**src/rtl/synth_pkg.sv**
```systemverilog
// Shared synth-voice definitions: envelope state encoding and common widths.
// Also used by the nco and i2s_transmitter blocks.
package synth_pkg;

  localparam int SAMPLE_W = 16;
  localparam logic [15:0] ENV_FULL = 16'hFFFF;

  typedef enum logic [2:0] {
    ENV_IDLE    = 3'd0,
    ENV_ATTACK  = 3'd1,
    ENV_DECAY   = 3'd2,
    ENV_SUSTAIN = 3'd3,
    ENV_RELEASE = 3'd4
  } env_state_t;

endpackage

```
**src/rtl/env_vca.sv**
```systemverilog
// Registered VCA: multiplies the captured signed sample by the unsigned
// envelope level (zero-extended to a signed operand), then keeps the upper
// half. Two register stages: product, then output. Kept separate so the
// multiply can be swapped for a Booth implementation without touching the
// envelope logic.
module env_vca
  import synth_pkg::*;
#(
  parameter int SMP_W = SAMPLE_W,
  parameter int LVL_W = 16
) (
  input  logic                    master_clk,
  input  logic                    rst,
  input  logic                    valid,
  input  logic signed [SMP_W-1:0] sample,
  input  logic [LVL_W-1:0]        level,
  output logic signed [SMP_W-1:0] sample_out
);

  logic signed [SMP_W+LVL_W:0] prod_q;
  logic                        prod_valid;
  // The top bit only carries sign extension; the level operand is never
  // negative so the product always fits below it.
  logic                        unused_prod_msb;

  assign unused_prod_msb = prod_q[SMP_W+LVL_W];

  // Stage 1 registers the product, stage 2 the shifted result, each only
  // when the stage before it holds a fresh value.
  always_ff @(posedge master_clk or negedge rst) begin
    if (!rst) begin
      prod_q     <= '0;
      prod_valid <= 1'b0;
      sample_out <= '0;
    end else begin
      prod_valid <= valid;
      if (valid) begin
        prod_q <= sample * $signed({1'b0, level});
      end
      if (prod_valid) begin
        sample_out <= prod_q[LVL_W +: SMP_W];
      end
    end
  end

endmodule

```
**src/rtl/adsr_envelope.sv**
```systemverilog
// Per-voice ADSR envelope and VCA. Each sample tick captures the NCO sample
// and the gate, advances the envelope one step on the next cycle, and the
// VCA produces the scaled sample two cycles after that.
//
// Tick handshake: sample_clk_en is a one-cycle strobe with no back-pressure;
// every strobe seen while out of reset is accepted, and each pipeline stage
// carries a valid flag that is high for exactly one cycle per accepted tick.
module adsr_envelope
  import synth_pkg::*;
#(
  parameter int LVL_W = 16,
  parameter int SMP_W = SAMPLE_W
) (
  input  logic                    master_clk,
  input  logic                    rst,
  input  logic                    sample_clk_en,
  input  logic                    gate,
  input  logic signed [SMP_W-1:0] sample_in,
  input  logic [LVL_W-1:0]        attack_step,
  input  logic [LVL_W-1:0]        decay_step,
  input  logic [LVL_W-1:0]        sustain_level,
  input  logic [LVL_W-1:0]        release_step,
  output logic signed [SMP_W-1:0] sample_out,
  output logic [LVL_W-1:0]        env_level,
  output logic [2:0]              env_state,
  output logic                    env_active
);

  localparam logic [LVL_W:0] FULL_EXT = {1'b0, {LVL_W{1'b1}}};

  logic                    rst_seen;
  logic                    tick_ok;
  logic                    cap_valid;
  logic                    upd_valid;
  logic                    gate_cap;
  logic                    gate_prev;
  logic                    active_q;
  logic signed [SMP_W-1:0] smp_cap;
  env_state_t              state_q;
  env_state_t              att_state;
  logic [LVL_W-1:0]        level_q;
  logic [LVL_W-1:0]        att_level;
  logic [LVL_W:0]          att_sum;
  logic [LVL_W:0]          dec_thr;
  logic                    att_done;
  logic                    dec_done;
  logic                    rel_done;
  logic                    rise;

  // A strobe in the very cycle rst is released is dropped: rst_seen only
  // goes high on the first clock edge after release.
  assign tick_ok = sample_clk_en & rst_seen;

  // Saturating comparisons are done one bit wider so sums cannot wrap.
  assign att_sum   = {1'b0, level_q} + {1'b0, attack_step};
  assign att_done  = att_sum >= FULL_EXT;
  assign att_level = att_done ? {LVL_W{1'b1}} : att_sum[LVL_W-1:0];
  assign att_state = att_done ? ENV_DECAY : ENV_ATTACK;
  assign dec_thr   = {1'b0, sustain_level} + {1'b0, decay_step};
  assign dec_done  = {1'b0, level_q} <= dec_thr;
  assign rel_done  = level_q <= release_step;
  assign rise      = gate_cap & ~gate_prev;

  // Tick capture stage: latch sample and gate at the strobe.
  always_ff @(posedge master_clk or negedge rst) begin
    if (!rst) begin
      rst_seen  <= 1'b0;
      cap_valid <= 1'b0;
      smp_cap   <= '0;
      gate_cap  <= 1'b0;
    end else begin
      rst_seen  <= 1'b1;
      cap_valid <= tick_ok;
      if (tick_ok) begin
        smp_cap  <= sample_in;
        gate_cap <= gate;
      end
    end
  end

  // Envelope FSM: one state/level update per captured tick. A retrigger
  // keeps the current level; only from IDLE (which has no step of its own)
  // is the first attack step taken on the trigger tick.
  always_ff @(posedge master_clk or negedge rst) begin
    if (!rst) begin
      state_q   <= ENV_IDLE;
      level_q   <= '0;
      active_q  <= 1'b0;
      gate_prev <= 1'b0;
      upd_valid <= 1'b0;
    end else begin
      upd_valid <= cap_valid;
      if (cap_valid) begin
        gate_prev <= gate_cap;
        if (rise) begin
          active_q <= 1'b1;
          if (state_q == ENV_IDLE) begin
            state_q <= att_state;
            level_q <= att_level;
          end else begin
            state_q <= ENV_ATTACK;
          end
        end else begin
          case (state_q)
            ENV_IDLE: begin
              level_q  <= '0;
              active_q <= 1'b0;
            end
            ENV_ATTACK, ENV_DECAY, ENV_SUSTAIN: begin
              if (!gate_cap) begin
                state_q <= ENV_RELEASE;
              end else if (state_q == ENV_ATTACK) begin
                state_q <= att_state;
                level_q <= att_level;
              end else if (state_q == ENV_DECAY) begin
                if (dec_done) begin
                  state_q <= ENV_SUSTAIN;
                  level_q <= sustain_level;
                end else begin
                  level_q <= level_q - decay_step;
                end
              end else begin
                level_q <= sustain_level;
              end
            end
            ENV_RELEASE: begin
              if (rel_done) begin
                state_q  <= ENV_IDLE;
                level_q  <= '0;
                active_q <= 1'b0;
              end else begin
                level_q <= level_q - release_step;
              end
            end
            default: begin
              state_q  <= ENV_IDLE;
              level_q  <= '0;
              active_q <= 1'b0;
            end
          endcase
        end
      end
    end
  end

  assign env_level  = level_q;
  assign env_state  = state_q;
  assign env_active = active_q;

  env_vca #(
    .SMP_W(SMP_W),
    .LVL_W(LVL_W)
  ) u_vca (
    .master_clk(master_clk),
    .rst       (rst),
    .valid     (upd_valid),
    .sample    (smp_cap),
    .level     (level_q),
    .sample_out(sample_out)
  );

endmodule

```
**config.mk**
```make
export PLATFORM = sky130hd
export DESIGN_NAME = adsr_envelope
export DESIGN_NICKNAME = d
export VERILOG_FILES = /design/src/rtl/synth_pkg.sv /design/src/rtl/env_vca.sv /design/src/rtl/adsr_envelope.sv
export SDC_FILE = /design/constraint.sdc
export NUM_CORES = 1
export LEC_CHECK = 0
export ABC_AREA = 1
export BUFFER_PORTS_ARGS = -buffer_cell sky130_fd_sc_hd__clkbuf_2
export CAP_MARGIN = 0
export CORE_MARGIN = 2
export CORE_UTILIZATION = 55
export CTS_CLUSTER_SIZE = 30
export DETAILED_ROUTE_END_ITERATION = 7
export PLACE_DENSITY_LB_ADDON = 0.05
export SLEW_MARGIN = 15
export SYNTH_ARGS = -nofsm -noshare
export SYNTH_HDL_FRONTEND = slang
export SYNTH_HIERARCHICAL = 1
export SYNTH_SLANG_ARGS = --single-unit
export TNS_END_PERCENT = 10
```
**constraint.sdc**
```tcl
create_clock -name master_clk -period 6.7 [get_ports master_clk]
set_input_delay 0.335 -clock master_clk [delete_from_list [all_inputs] [get_ports master_clk]]
set_output_delay 0.335 -clock master_clk [all_outputs]
set_load 0.005 [all_outputs]
```
==> results of run 1 <==
## worst min path at each step
stage          slack (ns)  depth (start not counted)                      end           from
4_1_cts              0.16                          3  smp_cap[10]$_DFFE_PN0P_  sample_in[10]
3_5_place_dp         0.27                          1   smp_cap[7]$_DFFE_PN0P_            rst
2_1_floorplan        0.04                          0      cap_valid$_DFF_PN0_            rst
3_3_place_gp         0.26                          1   smp_cap[7]$_DFFE_PN0P_            rst
5_1_grt              0.17                          3  smp_cap[10]$_DFFE_PN0P_  sample_in[10]
6_report             0.17                          3  smp_cap[10]$_DFFE_PN0P_  sample_in[10]
## layout make-up
cell class | count | area [um2]
multi-input combinational | 1650 | 12200
fill | 2932 | 11800
inverter | 564 | 2120
sequential | 74 | 1850
timing repair buffer | 147 | 811
tap | 390 | 488
clock buffer | 10 | 239
clock inverter | 6 | 72.6
## layer usage
metal | vias up | GRT usage (%)
li1 | 7277 | -
met1 | 7205 | 45.1
met2 | 596 | 49.4
met3 | 67 | 7.84
met4 | 0 | 8.16
met5 | - | 0
## registers in the layout (all words and copies together) (netlist names), 3 cells and up
register,cells
env_level,16
env_state,3
smp_cap,16
u_vca/prod_q,16
u_vca/sample_out,16
## synth_stat cells (5+ instances only)
library cell / n
nand3_1: 99
o211ai_1: 7
nand2_2: 6
o21ai_0: 54
xor2_1: 23
nand4_1: 23
nor3_1: 16
nand2_1: 702
fa_1: 197
inv_1: 560
ha_1: 193
xnor2_1: 21
mux2_2: 16
nor2_1: 107
a31oi_1: 5
clkbuf_1: 61
a21oi_1: 99
nand3b_1: 13
or2_2: 19
dfrtp_1: 74
o21bai_1: 7
## cells by family (layout without fill, tap and decap cells)
group,after synthesis,count (layout),share of synthesized area (%)
AND/OR/NAND/NOR,1004,1004,25.4
buffers and inverters,632,727,14.6
AO/OA/AOI/OAI,195,195,6.66
flip-flops,74,74,11.2
multiplexers,16,16,1.09
other,1,1,0.0228
adder cells (fa/ha/maj),390,390,38.6
XOR/XNOR,44,44,2.34
## worst reg2reg max path: stages, from the launching register on
cell     delay (ns)
dfrtp_1        1.01
nand2_1        0.21
fa_1           0.57
inv_1          0.06
fa_1           0.51
inv_1          0.06
fa_1           0.53
inv_1          0.05
fa_1           0.40
fa_1           0.51
inv_1          0.05
fa_1           0.47
inv_1          0.04
ha_1           0.30
a21oi_1        0.23
o21ai_0        0.21
nand2_1        0.14
nand2_1        0.11
inv_1          0.08
nand3_1        0.15
or2_1          0.25
nand3_1        0.08
nand2_1        0.06
## through the flow
step / worst slack, ns / hold WS [ns] / utilization (%) / cell area (um2)
after floorplan: 1.32 / 0.0394 / - / 16500
after global placement: 0.649 / 0.263 / 59.1 / 17500
after detailed placement: 0.648 / 0.268 / 59.1 / 17500
after CTS: 0.638 / 0.160 / 60.2 / 17800
after global routing: 0.236 / 0.175 / 60.2 / 17800
final: 0.499 / 0.172 / 60.2 / 17800
## repair_timing
item	in CTS	in global routing
resized for setup	0	0
hold buffers	1	0
hold endpoints to repair	20	0
==> run_results.csv, run 1 <==
group,metric,value,unit
timing,fmax,161,MHz
drt,drc,0,
critical_path,setup.reg_to_reg.worst_slack,0.50,ns
floorplan,rows,63,
critical_path,cp_max_fo,18,
yosys,synth_seq_area_share,11.2,%
critical_path,timing.reg2reg.worst_path_depth,22,
grt,total_routing_usage_gr,32.0,%
timing,fin_setup_tns,0,ns
place,dp.final_hpwl,39300,um
timing,finalClockSkew,0.0114,ns
timing,worst-slew-pin-transition,1.03,ns
clock_network,clkSinkCount,74,
clock_network,cts_tree,"built",
floorplan,dieHeight,177,um
timing,finalCriticalPeriod,6.20,ns
timing,slew_headroom,31.0,%
yosys,synth_top_area_share,23.9,%
clock_network,cts_post_setup_buffers_inserted,0,
critical_path,endpoint_kind,"flop",
clock_network,clockBufferDepth,2,
clock_network,clk_pin_slew,0.07,ns
drt,route.top_layer_used,"met4",
drt,vias_per_cell,5.33,
grt,first_pass_grt_wire_length,77700,um
yosys,synth_area,16500,um2
critical_path,cp_num_cells,22,
layout,mostFrequentLayoutCell,"nand2_1",
timing,final-setup-viol-count,0,
drt,detail-route-antenna-nets,0,
yosys,synth_cells,2356,
clock_network,numCtsBuffers,9,
critical_path,startpoint_type,"flop",
yosys,postSynth.asyncResetShare,100,%
critical_path,cp.required,6.94,ns
floorplan,die-area,31300,um2
layout,post_route_cells_drive_above_1_share,9.18,%
grt,grt_overflow_total,0,
critical_path,worstPathBufferInverterCount,6,
timing,min_period_over_period,92.5,%
critical_path,critical-path-slowest-cell,"dfrtp_1",
critical_path,path_cells,"nand2_1 -> fa_1 -> inv_1 -> fa_1 -> inv_1 -> fa_1 -> inv_1 -> fa_1 -> fa_1 -> inv_1 -> fa_1 -> inv_1 -> ha_1 -> a21oi_1 -> o21ai_0 -> nand2_1 -> nand2_1 -> inv_1 -> nand3_1 -> or2_1 -> nand3_1 -> nand2_1",
yosys,synth.yosys.warnings,6,
layout,final_cell_count_no_fill,2841,
yosys,synthTopCellsByArea,"fa_1, nand2_1, ha_1",
critical_path,cp_slowest_stage_delay,1.01,ns
grt,maximum_number_of_pins_on_one_net_before_global_route_repair,55,
clock_network,root_buffer,"clkbuf_16",
yosys,synth_flop_cell,"dfrtp_1",
drt,wl_met2,21200,um
timing,hold_violation_total_from_the_final_report,0,
critical_path,rr_endpoint,"u_vca/prod_q[22]$_DFFE_PN0P_",
critical_path,cell_family_with_the_largest_share_of_critical_path_delay,"adder cells",
floorplan,floorplan.initialDensity,55.7,%
yosys,ys_ff_latch,74,
layout,area_growth,8.11,%
place,placed_cells,2824,
critical_path,reg2reg_from,"env_level[6]$_DFFE_PN0P_",
outcome,status,"complete, no violations",
yosys,synth_cell_types,52,
flow_run,max-cap-violations,0,
yosys,postSynthAreaPerCell,6.99,um2
worst_hold_path,min_path_type,"input port to flop",
drt,met3RoutedLength,4570,um
timing,finalMaxSlewViolations,0,
clock_network,cts_h_tree_depth,3,
yosys,synth_largest_area_cell,"fa_1",
drt,drt_iter0_drc,1055,
critical_path,cp-endpoint,"u_vca/prod_q[22]$_DFFE_PN0P_",
drt,route.detailed.wl_per_inst,17.0,um
layout,final_nets,2920,
clock_network,worst_skew_pair.late_latency,0.35,ns
timing,grt_setup_unrepaired,"false",
floorplan,placeableCoreArea,29600,um2
place,final_replace_weighted_congestion,0.933,
grt,grt_antenna_before_repair,0,
place,placement.io_buffers,119,
floorplan,chipWidth,177,um
critical_path,cp.arrival,6.44,ns
layout,antenna_cells,0,
critical_path,critical_path.startpoint,"env_level[6]$_DFFE_PN0P_",
yosys,syn-num-nets,2830,
yosys,synth_edf_count,0,
layout,final_cell_mix,"nand2_1, inv_1, fa_1",
drt,route.vias.total,15100,
critical_path,crit_type,"flop to flop",
drt,totalWireLength,48200,um
floorplan,io_pins,120,
drt,routedLengthMet1,21500,um
grt,number_of_global_route_vias_before_repair,14900,
drt,drt-pass1-iter-count,5,
Power of run 1 is left out: the tool's default activity adds up to more than one toggle a clock period on the data nets, which glitch-free logic cannot reach.
==> run 2: changes to the inputs <==
Settings changed: ABC_AREA 1 to default.
==> run_results.csv, run 2 <==
group,metric,value,unit
outcome,status,"complete, no violations",
clock_network,numCtsBuffers,9,
timing,min_period_over_period,95.8,%
drt,drc,0,
drt,drt-pass1-iter-count,5,
clock_network,cts_tree,"built",
critical_path,critical-path-slowest-cell,"dfrtp_1",
floorplan,dieHeight,173,um
clock_network,worst_skew_pair.late_latency,0.36,ns
yosys,synth_cells,1804,
drt,met3RoutedLength,1940,um
critical_path,worstPathBufferInverterCount,3,
critical_path,endpoint_kind,"flop",
critical_path,cp_max_fo,15,
drt,routedLengthMet1,18800,um
critical_path,critical_path.startpoint,"env_level[9]$_DFFE_PN0P_",
place,placement.io_buffers,119,
critical_path,startpoint_type,"flop",
timing,finalClockSkew,0.0199,ns
critical_path,cp_slowest_stage_delay,1.00,ns
clock_network,post_cts_resized,0,
yosys,synth_flop_cell,"dfrtp_1",
clock_network,cts_post_setup_buffers_inserted,0,
layout,area_growth,8.14,%
floorplan,chipWidth,173,um
yosys,synth_largest_area_cell,"fa_1",
timing,worst-slew-pin-transition,1.03,ns
timing,slew_headroom,31.5,%
grt,maximum_number_of_pins_on_one_net_before_global_route_repair,75,
critical_path,cell_family_with_the_largest_share_of_critical_path_delay,"adder cells",
drt,route.vias.total,13000,
critical_path,cp.arrival,6.67,ns
flow_run,max-cap-violations,0,
floorplan,die-area,29800,um2
clock_network,cts_h_tree_depth,3,
yosys,ys_ff_latch,74,
clock_network,clockBufferDepth,2,
critical_path,cp.required,6.95,ns
layout,final_core_utilization,60.7,%
grt,grt_overflow_total,0,
drt,route.detailed.wl_per_inst,19.2,um
grt,grt_antenna_before_repair,1,
layout,post_route_cells_drive_above_1_share,12.3,%
worst_hold_path,min_path_type,"input port to asynchronous set/reset pin",
yosys,syn-num-nets,2278,
yosys,synth_seq_area_share,11.8,%
drt,route.top_layer_used,"met5",
critical_path,reg2reg_from,"env_level[9]$_DFFE_PN0P_",
timing,grt_setup_unrepaired,"false",
yosys,postSynth.asyncResetShare,100,%
critical_path,timing.critical_path.mode_cell,"fa_1",
timing,finalMaxSlewViolations,0,
place,placed_cells,2255,
floorplan,placeableCoreArea,27900,um2
clock_network,count_of_hold_buffers_inserted_by_post_cts_repair,0,
drt,totalWireLength,43600,um
yosys,synth.most_common_cell,"inv_1",
timing,final-setup-viol-count,0,
place,final_replace_weighted_congestion,0.947,
floorplan,floorplan.initialDensity,56.1,%
yosys,synth_area,15600,um2
drt,wl_met2,21000,um
timing,hold_violation_total_from_the_final_report,0,
critical_path,crit_type,"flop to flop",
clock_network,clk_pin_slew,0.08,ns
grt,number_of_global_route_vias_before_repair,13500,
yosys,synth.yosys.warnings,6,
floorplan,io_pins,120,
yosys,synth_cell_types,89,
layout,final_nets,2362,
clock_network,clkSinkCount,74,
timing,fmax,156,MHz
yosys,post_synth_most_frequent_cells,"inv_1, nand2_1, fa_1",
critical_path,path_cells,"nand2_1 -> fa_1 -> inv_1 -> fa_1 -> fa_1 -> fa_1 -> fa_1 -> inv_1 -> fa_1 -> inv_1 -> ha_1 -> a21oi_1 -> o21ai_1 -> nor4_2 -> nor4_1 -> o21a_1 -> o31ai_1",
timing,fin_setup_tns,0,ns
layout,final_cell_mix,"inv_1, nand2_1, fa_1",
layout,mostFrequentLayoutCell,"inv_1",
drt,drt_iter0_drc,844,
yosys,postSynthAreaPerCell,8.67,um2
floorplan,rows,61,
drt,vias_per_cell,5.72,
drt,detail-route-antenna-nets,0,
critical_path,setup.reg_to_reg.worst_slack,0.28,ns
clock_network,root_buffer,"clkbuf_16",
place,placed_area,16600,um2
layout,final_cell_count_no_fill,2270,
grt,total_routing_usage_gr,29.9,%
yosys,synthTopCellsByArea,"fa_1, ha_1, dfrtp_1",
layout,final_cell_area,16900,um2
yosys,synth_top_area_share,25.2,%
layout,antenna_cells,0,
yosys,synth_edf_count,0,
grt,first_pass_grt_wire_length,70700,um
timing,finalCriticalPeriod,6.42,ns
place,dp.final_hpwl,34700,um
## run 2: worst paths after layout
kind	end	cells after the start
worst max register to register	u_vca/prod_q[29]$_DFFE_PN0P_	17
min in group master_clk	smp_cap[14]$_DFFE_PN0P_	2
worst max-delay path	u_vca/prod_q[29]$_DFFE_PN0P_	17
worst min register to register	u_vca/prod_q[20]$_DFFE_PN0P_	2
worst min-delay path	u_vca/sample_out[2]$_DFFE_PN0P_	1
max in group asynchronous	env_state[1]$_DFFE_PN0P_	1
## run 2: per-layer routing
metal,GRT usage (%),vias up
li1,-,6157
met1,37.9,6321
met2,51.8,420
met3,3.30,93
met4,12.8,2
met5,0,-
## run 2: cells by family after synthesis
group,share of synthesized area [%]
AND/OR/NAND/NOR,17.5
adder cells (fa/ha/maj),40.7
flip-flops,11.8
AO/OA/AOI/OAI,13.8
buffers and inverters,8.78
multiplexers,3.66
XOR/XNOR,3.75
other,0.0240
## run 2: stage by stage
| stage | hold slack [ns] | setup slack [ns] |
|---|---|---|
| floorplan | 0.0394 | 0.953 |
| global placement | 0.463 | 0.557 |
| detailed placement | 0.466 | 0.478 |
| CTS | 0.204 | 0.448 |
| global route | 0.205 | 0.105 |
| finish | 0.175 | 0.280 |
## run 2: layout make-up
type / instances / area (um2)
Clock buffer: 9 / 225
Tap cell: 378 / 473
Multi-Input combinational cell: 1371 / 12400
Inverter: 290 / 1090
Clock inverter: 6 / 90.1
Fill cell: 2563 / 10900
Timing Repair Buffer: 142 / 771
Sequential cell: 74 / 1850
Power of run 2 is left out for the same reason.
==> run 3: changes to the inputs <==
--- a/config.mk
+++ b/config.mk
@@ -9,7 +9,8 @@
 export CAP_MARGIN = 0
 export CORE_MARGIN = 2
-export CORE_UTILIZATION = 55
+export CORE_UTILIZATION = 64
 export CTS_CLUSTER_SIZE = 30
 export DETAILED_ROUTE_END_ITERATION = 7
+export HOLD_SLACK_MARGIN = 0.1
 export PLACE_DENSITY_LB_ADDON = 0.05
 export SLEW_MARGIN = 15
==> constraint.sdc (replaced) <==
create_clock -name master_clk -period 6.7 [get_ports master_clk]
set_input_delay 0.335 -clock master_clk [delete_from_list [all_inputs] [get_ports master_clk]]
set_output_delay 0.335 -clock master_clk [all_outputs]
set_load 0.02 [all_outputs]
==> run_results.csv, run 3 (same netlist as run 2, synthesis figures left out) <==
group,metric,value,unit
critical_path,timing.reg2reg.worst_path_depth,19,
clock_network,numCtsBuffers,9,
clock_network,cts_h_tree_depth,3,
floorplan,io_pins,120,
clock_network,root_buffer,"clkbuf_16",
drt,detail-route-antenna-nets,0,
critical_path,critical-path-slowest-cell,"dfrtp_1",
floorplan,floorplan.initialDensity,64.7,%
layout,final_nets,2360,
clock_network,clkSinkCount,74,
floorplan,chipWidth,160,um
critical_path,endpoint_kind,"flop",
floorplan,die-area,25700,um2
drt,totalWireLength,43300,um
timing,finalClockSkew,0.0207,ns
timing,hold_violation_total_from_the_final_report,0,
critical_path,cp.arrival,6.37,ns
layout,final_cell_mix,"inv_1, nand2_1, fa_1",
critical_path,crit_type,"flop to flop",
worst_hold_path,min_path_type,"input port to asynchronous set/reset pin",
grt,first_pass_grt_wire_length,69300,um
layout,antenna_cells,0,
critical_path,timing.critical_path.mode_cell,"fa_1",
place,final_replace_weighted_congestion,0.946,
critical_path,startpoint_type,"flop",
drt,drt-pass1-iter-count,5,
clock_network,cts_tree,"built",
grt,grt_overflow_total,0,
clock_network,worst_skew_pair.late_latency,0.36,ns
drt,drc,0,
grt,maximum_number_of_pins_on_one_net_before_global_route_repair,75,
grt,total_routing_usage_gr,34.2,%
timing,finalCriticalPeriod,6.16,ns
timing,fmax,162,MHz
clock_network,cts_post_setup_buffers_inserted,0,
critical_path,cp.required,6.91,ns
drt,drt_iter0_drc,978,
grt,number_of_global_route_vias_before_repair,13500,
clock_network,post_cts_resized,0,
drt,vias_per_cell,5.97,
place,dp.final_hpwl,34600,um
grt,grt_antenna_before_repair,1,
layout,area_growth,7.48,%
place,placement.io_buffers,119,
floorplan,rows,57,
critical_path,cp_slowest_stage_delay,0.78,ns
clock_network,clockBufferDepth,2,
clock_network,clk_pin_slew,0.08,ns
timing,min_period_over_period,92.0,%
floorplan,dieHeight,160,um
timing,grt_setup_unrepaired,"false",
layout,mostFrequentLayoutCell,"inv_1",
timing,final-setup-viol-count,0,
drt,route.detailed.wl_per_inst,19.5,um
timing,worst-slew-pin-transition,1.07,ns
critical_path,cp_max_fo,14,
clock_network,count_of_hold_buffers_inserted_by_post_cts_repair,0,
drt,route.vias.total,13200,
layout,post_route_cells_drive_above_1_share,12.2,%
critical_path,path_cells,"nand2_1 -> fa_1 -> inv_1 -> fa_1 -> inv_1 -> fa_1 -> inv_1 -> fa_1 -> fa_1 -> inv_1 -> fa_1 -> inv_1 -> ha_1 -> nand4_1 -> nor3_1 -> a311oi_2 -> a2111oi_2 -> mux2i_1 -> o311ai_1",
timing,fin_setup_tns,0,ns
flow_run,max-cap-violations,0,
outcome,status,"complete, no violations",
timing,finalMaxSlewViolations,0,
floorplan,placeableCoreArea,24200,um2
timing,slew_headroom,28.3,%
-- run 3: cell type report --
type,count,area (um2)
multi-input combinational,1371,12400
fill,2005,7370
sequential,74,1850
inverter,290,1090
timing repair buffer,140,756
tap,324,405
clock buffer,10,229
clock inverter,6,65.1
-- run 3: worst max-delay path: cells and delay by family, from the launching register on --
kind,cells,cell delay (ns)
AO/OA/AOI/OAI,3,0.73
adder cells (fa/ha/maj),7,3.38
buffers and inverters,5,0.26
flip-flops,1,0.78
multiplexers,1,0.24
AND/OR/NAND/NOR,3,0.61
-- run 3: layer usage --
layer,track usage (%),routed length [um],up-vias
met5,0,12,-
met4,13.0,1450,2
met3,4.96,2730,90
met2,59.3,20900,538
met1,43.7,18200,6459
li1,-,-,6141
-- run 3: worst paths after layout --
kind                                              start                         endpoint  slack, ns
setup / recovery               env_level[7]$_DFFE_PN0P_     u_vca/prod_q[28]$_DFFE_PN0P_       0.54
setup reg to reg               env_level[7]$_DFFE_PN0P_     u_vca/prod_q[28]$_DFFE_PN0P_       0.54
max in group asynchronous                           rst        env_level[12]$_DFFE_PN0P_       5.89
hold reg to reg            u_vca/prod_q[27]$_DFFE_PN0P_     u_vca/prod_q[27]$_DFFE_PN0P_       0.48
hold / removal                                      rst  u_vca/sample_out[3]$_DFFE_PN0P_       0.16
min in group master_clk                            gate             gate_cap$_DFFE_PN0P_       0.20
-- run 3: metrics by stage --
| step | setup WS [ns] | cells | utilization (%) | hold slack, ns | area (um2) |
|---|---|---|---|---|---|
| 6_report | 0.539 | 2215 | 69.5 | 0.160 | 16800 |
| 4_1_cts | 0.611 | 2215 | 69.5 | 0.195 | 16800 |
| 5_1_grt | 0.265 | 2215 | 69.5 | 0.214 | 16800 |
| 3_3_place_gp | 0.744 | 2199 | 68.3 | 0.462 | 16500 |
| 2_1_floorplan | 0.855 | 1804 | - | 0.0394 | 15600 |
| 3_5_place_dp | 0.638 | 2199 | 68.3 | 0.465 | 16500 |
Power of run 3 is left out for the same reason.
